==> src/rtl/hid_bus_pkg.sv <==
// Shared types and widths for the HID bus arbiter: request fields, in-flight tag
// and the read/write classification helper.
package hid_bus_pkg;

  localparam int HID_ADDR_W = 20;
  localparam int HID_DATA_W = 64;
  localparam int HID_WE_W   = 8;
  localparam int STARVE_W   = 4;

  typedef struct packed {
    logic [HID_WE_W-1:0]   we;
    logic [HID_ADDR_W-1:0] addr;
    logic [HID_DATA_W-1:0] wdata;
  } hid_req_t;

  typedef struct packed {
    logic valid;
    logic id;
    logic is_read;
  } hid_tag_t;

  // An op with no byte enables set is a read.
  function automatic logic is_read_op(input logic [HID_WE_W-1:0] we);
    return (we == 8'h00);
  endfunction

endpackage

==> src/rtl/hid_arb_sel.sv <==
// Grant selection between the CPU bridge (r0, priority) and the secondary engine
// (r1), with a saturating counter that forces r1 through after STARVE_LIMIT losses.
module hid_arb_sel
  import hid_bus_pkg::*;
#(
  parameter int STARVE_LIMIT = 4
) (
  input  logic clk_i,
  input  logic rst_i,
  input  logic r0_valid_i,
  input  logic r1_valid_i,
  output logic g0_o,
  output logic g1_o
);

  localparam logic [STARVE_W-1:0] LIMIT = STARVE_W'(STARVE_LIMIT);

  logic [STARVE_W-1:0] starve_cnt_q;
  logic [STARVE_W-1:0] starve_cnt_d;
  logic                g0_s;
  logic                g1_s;

  // Same-cycle grant and next starvation count.
  always_comb begin
    g1_s         = r1_valid_i & (~r0_valid_i | (starve_cnt_q == LIMIT));
    g0_s         = r0_valid_i & ~g1_s;
    starve_cnt_d = starve_cnt_q;
    if (!r1_valid_i) begin
      starve_cnt_d = 4'd0;
    end else if (g1_s) begin
      starve_cnt_d = 4'd0;
    end else if (g0_s && (starve_cnt_q < LIMIT)) begin
      starve_cnt_d = starve_cnt_q + 4'd1;
    end else begin
      starve_cnt_d = starve_cnt_q;
    end
  end

  // Starvation counter register.
  always_ff @(posedge clk_i or posedge rst_i) begin
    if (rst_i) begin
      starve_cnt_q <= 4'd0;
    end else begin
      starve_cnt_q <= starve_cnt_d;
    end
  end

  assign g0_o = g0_s;
  assign g1_o = g1_s;

endmodule

==> src/rtl/hid_bus_arb.sv <==
// Two-requester HID bus arbiter: registers each granted op onto the bus and routes
// the read data returned one cycle later back to the issuer, two cycles after accept.
module hid_bus_arb
  import hid_bus_pkg::*;
#(
  parameter int STARVE_LIMIT = 4,
  parameter int ADDR_W       = HID_ADDR_W,
  parameter int DATA_W       = HID_DATA_W
) (
  input  logic              clk_i,
  input  logic              rst_i,
  input  logic              r0_valid,
  output logic              r0_ready,
  input  logic [7:0]        r0_we,
  input  logic [ADDR_W-1:0] r0_addr,
  input  logic [DATA_W-1:0] r0_wdata,
  output logic              r0_rsp_valid,
  output logic [DATA_W-1:0] r0_rsp_rdata,
  input  logic              r1_valid,
  output logic              r1_ready,
  input  logic [7:0]        r1_we,
  input  logic [ADDR_W-1:0] r1_addr,
  input  logic [DATA_W-1:0] r1_wdata,
  output logic              r1_rsp_valid,
  output logic [DATA_W-1:0] r1_rsp_rdata,
  output logic              hid_en,
  output logic [7:0]        hid_we,
  output logic [ADDR_W-1:0] hid_addr,
  output logic [DATA_W-1:0] hid_wrdata,
  input  logic [DATA_W-1:0] hid_rddata
);

  logic g0_s;
  logic g1_s;

  logic              hid_en_q,     hid_en_d;
  logic [7:0]        hid_we_q,     hid_we_d;
  logic [ADDR_W-1:0] hid_addr_q,   hid_addr_d;
  logic [DATA_W-1:0] hid_wrdata_q, hid_wrdata_d;
  hid_tag_t          tag_a_q,      tag_a_d;
  hid_tag_t          tag_b_q,      tag_b_d;

  logic              r0_rsp_valid_q, r0_rsp_valid_d;
  logic [DATA_W-1:0] r0_rsp_rdata_q, r0_rsp_rdata_d;
  logic              r1_rsp_valid_q, r1_rsp_valid_d;
  logic [DATA_W-1:0] r1_rsp_rdata_q, r1_rsp_rdata_d;
  logic [DATA_W-1:0] rsp_data_s;

  hid_arb_sel #(
    .STARVE_LIMIT (STARVE_LIMIT)
  ) u_sel (
    .clk_i      (clk_i),
    .rst_i      (rst_i),
    .r0_valid_i (r0_valid),
    .r1_valid_i (r1_valid),
    .g0_o       (g0_s),
    .g1_o       (g1_s)
  );

  // Nothing is accepted while reset is held, so ready must not advertise it.
  assign r0_ready = g0_s & ~rst_i;
  assign r1_ready = g1_s & ~rst_i;

  // Stage A bus capture and tag pipe advance.
  always_comb begin
    hid_en_d     = 1'b0;
    hid_we_d     = 8'h00;
    hid_addr_d   = hid_addr_q;
    hid_wrdata_d = hid_wrdata_q;
    tag_a_d      = '0;
    if (g1_s) begin
      hid_en_d     = 1'b1;
      hid_we_d     = r1_we;
      hid_addr_d   = r1_addr;
      hid_wrdata_d = r1_wdata;
      tag_a_d      = '{valid: 1'b1, id: 1'b1, is_read: is_read_op(r1_we)};
    end else if (g0_s) begin
      hid_en_d     = 1'b1;
      hid_we_d     = r0_we;
      hid_addr_d   = r0_addr;
      hid_wrdata_d = r0_wdata;
      tag_a_d      = '{valid: 1'b1, id: 1'b0, is_read: is_read_op(r0_we)};
    end else begin
      hid_en_d = 1'b0;
      hid_we_d = 8'h00;
      tag_a_d  = '0;
    end
    tag_b_d = tag_a_q;
  end

  // Response routing: write acks carry zero data; the idle side keeps its last data.
  always_comb begin
    rsp_data_s     = tag_b_q.is_read ? hid_rddata : '0;
    r0_rsp_valid_d = 1'b0;
    r0_rsp_rdata_d = r0_rsp_rdata_q;
    r1_rsp_valid_d = 1'b0;
    r1_rsp_rdata_d = r1_rsp_rdata_q;
    if (tag_b_q.valid) begin
      if (tag_b_q.id) begin
        r1_rsp_valid_d = 1'b1;
        r1_rsp_rdata_d = rsp_data_s;
      end else begin
        r0_rsp_valid_d = 1'b1;
        r0_rsp_rdata_d = rsp_data_s;
      end
    end else begin
      r0_rsp_valid_d = 1'b0;
      r1_rsp_valid_d = 1'b0;
    end
  end

  // Bus, tag pipe and response registers; reset drops anything in flight.
  always_ff @(posedge clk_i or posedge rst_i) begin
    if (rst_i) begin
      hid_en_q       <= 1'b0;
      hid_we_q       <= 8'h00;
      hid_addr_q     <= '0;
      hid_wrdata_q   <= '0;
      tag_a_q        <= '0;
      tag_b_q        <= '0;
      r0_rsp_valid_q <= 1'b0;
      r0_rsp_rdata_q <= '0;
      r1_rsp_valid_q <= 1'b0;
      r1_rsp_rdata_q <= '0;
    end else begin
      hid_en_q       <= hid_en_d;
      hid_we_q       <= hid_we_d;
      hid_addr_q     <= hid_addr_d;
      hid_wrdata_q   <= hid_wrdata_d;
      tag_a_q        <= tag_a_d;
      tag_b_q        <= tag_b_d;
      r0_rsp_valid_q <= r0_rsp_valid_d;
      r0_rsp_rdata_q <= r0_rsp_rdata_d;
      r1_rsp_valid_q <= r1_rsp_valid_d;
      r1_rsp_rdata_q <= r1_rsp_rdata_d;
    end
  end

  assign hid_en       = hid_en_q;
  assign hid_we       = hid_we_q;
  assign hid_addr     = hid_addr_q;
  assign hid_wrdata   = hid_wrdata_q;
  assign r0_rsp_valid = r0_rsp_valid_q;
  assign r0_rsp_rdata = r0_rsp_rdata_q;
  assign r1_rsp_valid = r1_rsp_valid_q;
  assign r1_rsp_rdata = r1_rsp_rdata_q;

endmodule

==> config.mk <==
export PLATFORM = sky130hd
export DESIGN_NAME = hid_bus_arb
export DESIGN_NICKNAME = d
export VERILOG_FILES = /design/src/rtl/hid_bus_pkg.sv /design/src/rtl/hid_arb_sel.sv /design/src/rtl/hid_bus_arb.sv
export SDC_FILE = /design/constraint.sdc
export NUM_CORES = 1
export LEC_CHECK = 0
export ABC_AREA = 1
export CAP_MARGIN = 0
export CORE_AREA = 4 4 186 188
export DETAILED_ROUTE_END_ITERATION = 8
export DIE_AREA = 0 0 190 192
export GPL_TIMING_DRIVEN = 1
export PLACE_DENSITY_LB_ADDON = 0.1
export SKIP_LAST_GASP = 1
export SYNTH_ARGS = -nofsm -noshare
export SYNTH_HDL_FRONTEND = slang
export SYNTH_SLANG_ARGS = --single-unit
==> constraint.sdc <==
create_clock -name clk_i -period 19.4 [get_ports clk_i]
set_input_delay 2.91 -clock clk_i [delete_from_list [all_inputs] [get_ports clk_i]]
set_output_delay 2.91 -clock clk_i [all_outputs]
set_load 0.01 [all_outputs]
==> flow_summary_export.csv <==
group,metric,value,unit
sta,finalSetupViolCount,0,
finish,area_growth_syn_to_layout,57.8,%
run,drv_cap,0,
place,pre_cts_slack,10790,ps
setup_path,cp-end-kind,"output port",
setup_path,crit_path_cell_trace,"clkdlybuf4s50_1 > buf_4 > nand2_4 > nand2_4 > nand2_1 > nor2_1 > clkdlybuf4s50_1",
setup_path,worst-setup-path-type,"in -> out",
setup_path,cp_num_buf_inv,3,
clocking,root_buffer,"clkbuf_16",
detailed_routing,drtPass1Iterations,4,
clocking,cts-resized-gates,0,
logic_synthesis,synth_area_leader_cell,"dfrtp_1",
worst_hold_path,min_path_type,"reg -> reg",
finish,layout_common_cells,"clkdlybuf4s50_1, nand2_1, dfrtp_1, nand3_1, nor2_1",
detailed_routing,drtAntennaViolNets,0,
sta,max_freq,117,MHz
clocking,clk_latency,520,ps
power,power_density,79.5,mW/mm²
logic_synthesis,post_synth_num_cell_types,19,
clocking,cts_setup_buffers,0,
detailed_routing,wire_per_inst,17.3,µm
setup_path,critPathSlowestCell,"nand2_4",
clocking,h-tree-depth,1,
logic_synthesis,netlist_instances,1211,
clocking,clkSlewWorstSetupHoldPaths,60,ps
place,dpl_cell_area,0.0150,mm²
finish,num-fill-cells,3209,
clocking,cts_tree,"built",
floorplanning,die_x,190,µm
setup_path,cpPeakStageDelay,700,ps
sta,grt_setup_unrepaired,"no",
floorplanning,boundaryPins,477,
sta,fin_setup_tns,0,ps
power,p_leak,0.00716,µW
setup_path,critical_path.max_fanout,85,
floorplanning,fp.dieH,192,µm
place,hpwl,25.5,mm
sta,max_slew_margin,29.1,%
detailed_routing,drc,0,
clocking,cts_buffers,27,
global_route,overflow,0,
sta,finClkSkew,10.4,ps
place,port_buffers,476,
finish,final_layout_size_suffix_gt1_share,3.80,%
place,gp_congestion,0.818,
power,ir_worst_vdd,65.6,µV
detailed_routing,vias,9492,
logic_synthesis,synth_seq_cells,232,
floorplanning,core,0.0331,mm²
global_route,antenna_found_initial,3,
logic_synthesis,synth_top_area_share,57.6,%
floorplanning,design.die.area,0.0365,mm²
status,status,"completed",
detailed_routing,viasPerCell,4.50,
global_route,gr-usage-all-layers,18.9,%
sta,fin_crit,8560,ps
finish,fin_area,0.0159,mm²
finish,nets,1896,
detailed_routing,drt_iter0_drc,448,
sta,worst_pin_slew,1060,ps
finish,final_common_cell,"clkdlybuf4s50_1",
detailed_routing,routed_wl,36.4,mm
logic_synthesis,ys_warn_count,0,
logic_synthesis,syn_area_per_cell,8.32,µm²
logic_synthesis,synth_nets,1465,
logic_synthesis,yosys-top-cells-area,"dfrtp_1, nand2_1, nand3_1, nor2_1, inv_1",
clocking,hold_buffers,0,
finish,final-seq-area,0.00581,mm²
clocking,clockBufferDepth,3,
floorplanning,start_util,30.4,%
sta,timing.final.ws_setup,10840,ps
global_route,grt_pass1_vias,9359,
global_route,grt_max_degree,121,
setup_path,path_delay_family,"simple AND/OR/NAND/NOR gates",
setup_path,crit_required,16490,ps
logic_synthesis,seq_area_frac_synth,57.6,%
global_route,grt_pass1_wl,54.9,mm
sta,post-route-period-util,44.1,%
finish,finalCoreUtilization,48.0,%
sta,drv_slew,0,
setup_path,cp-start-kind,"primary input",
clocking,clkSinkCount,232,
setup_path,arrival,5650,ps
floorplanning,rows,67,
sta,finalHoldViolCount,0,
finish,multi_input_area,0.00348,mm²
logic_synthesis,synthesis.area,0.0101,mm²
## worst reg2reg max path, cell delays in order (launching register included)
cell     delay [ps]
dfrtp_1         380
inv_1            90
ha_1            170
nand3_2         120
nand2_4         740
nand2_4         600
buf_4           510
nand2_1         170
nand3_1          80
## synth_stat cells (all sizes together)
cell and instances:
a21boi 1, a21oi 66, buf 67, clkbuf 17, dfrtp 232, ha 2
inv 92, nand2 322, nand3 180, nor2 167, o21ai 64, xor2 1
## stage by stage
stage | power [µW] | instances | hold slack, ps
final | 1260 | 2111 | 353
after global routing | 1330 | 2111 | 364
after CTS | 1280 | 2108 | 359
after detailed placement | 779 | 2061 | 340
after global placement | 778 | 2061 | 338
after floorplan | 633 | 1211 | 331
## kinds of logic (layout without fill, tap and decap cells)
kind of cell	Yosys count	in the layout	share of synthesized area, %
AND/OR/NAND/NOR	669	669	27.4
other	0	3	0
XOR/XNOR	1	1	0.0869
buffers and inverters	176	625	8.08
AO/OA/AOI/OAI	131	131	6.57
flip-flops	232	232	57.6
adder cells (fa/ha/maj)	2	2	0.248
## sequential cells by signal, summed over array words and instances, names as in the netlist
register	count
r0_rsp_rdata	64
u_sel.starve_cnt_q	4
tag_b_q	3
r1_rsp_rdata	64
hid_we	8
tag_a_q	2
r1_rsp_valid	1
hid_wrdata	64
hid_en	1
r0_rsp_valid	1
hid_addr	20
## metal layers
metal	share of wire [%]	track usage, %	wire (µm)
met5	0	0	0
met4	2.1	5.04	780
met3	9.8	7.07	3560
met2	48	31.8	17400
met1	40	23.1	14700
## worst paths after layout
kind | slack [ps] | cells after the start | start | end
worst min-delay path | 350 | 0 | tag_a_q[1] | tag_b_q[1]
worst min register to register | 350 | 0 | tag_a_q[1] | tag_b_q[1]
worst max-delay path | 10840 | 7 | r0_valid | r0_ready
min in group asynchronous | 2970 | 2 | rst_i | hid_we[2]
max in group asynchronous | 14320 | 4 | rst_i | r1_rsp_rdata[60]
worst max register to register | 16420 | 8 | u_sel.starve_cnt_q[0] | hid_wrdata[3]
## power by group
part           switching, µW  internal (µW)
registers               18.4            518
clock network            203            294
logic                    106            124
total                    328            936
## area by class of cell
cell class | count | share of cell area (%)
Sequential cell | 232 | 36.5
Multi-Input combinational cell | 803 | 21.9
Timing Repair Buffer | 486 | 30.4
Clock inverter | 8 | 0.409
Clock buffer | 39 | 4.97
Antenna cell | 3 | 0.0472
Inverter | 92 | 2.22
Tap cell | 448 | 3.52
Power figures use the tool's default switching activity.
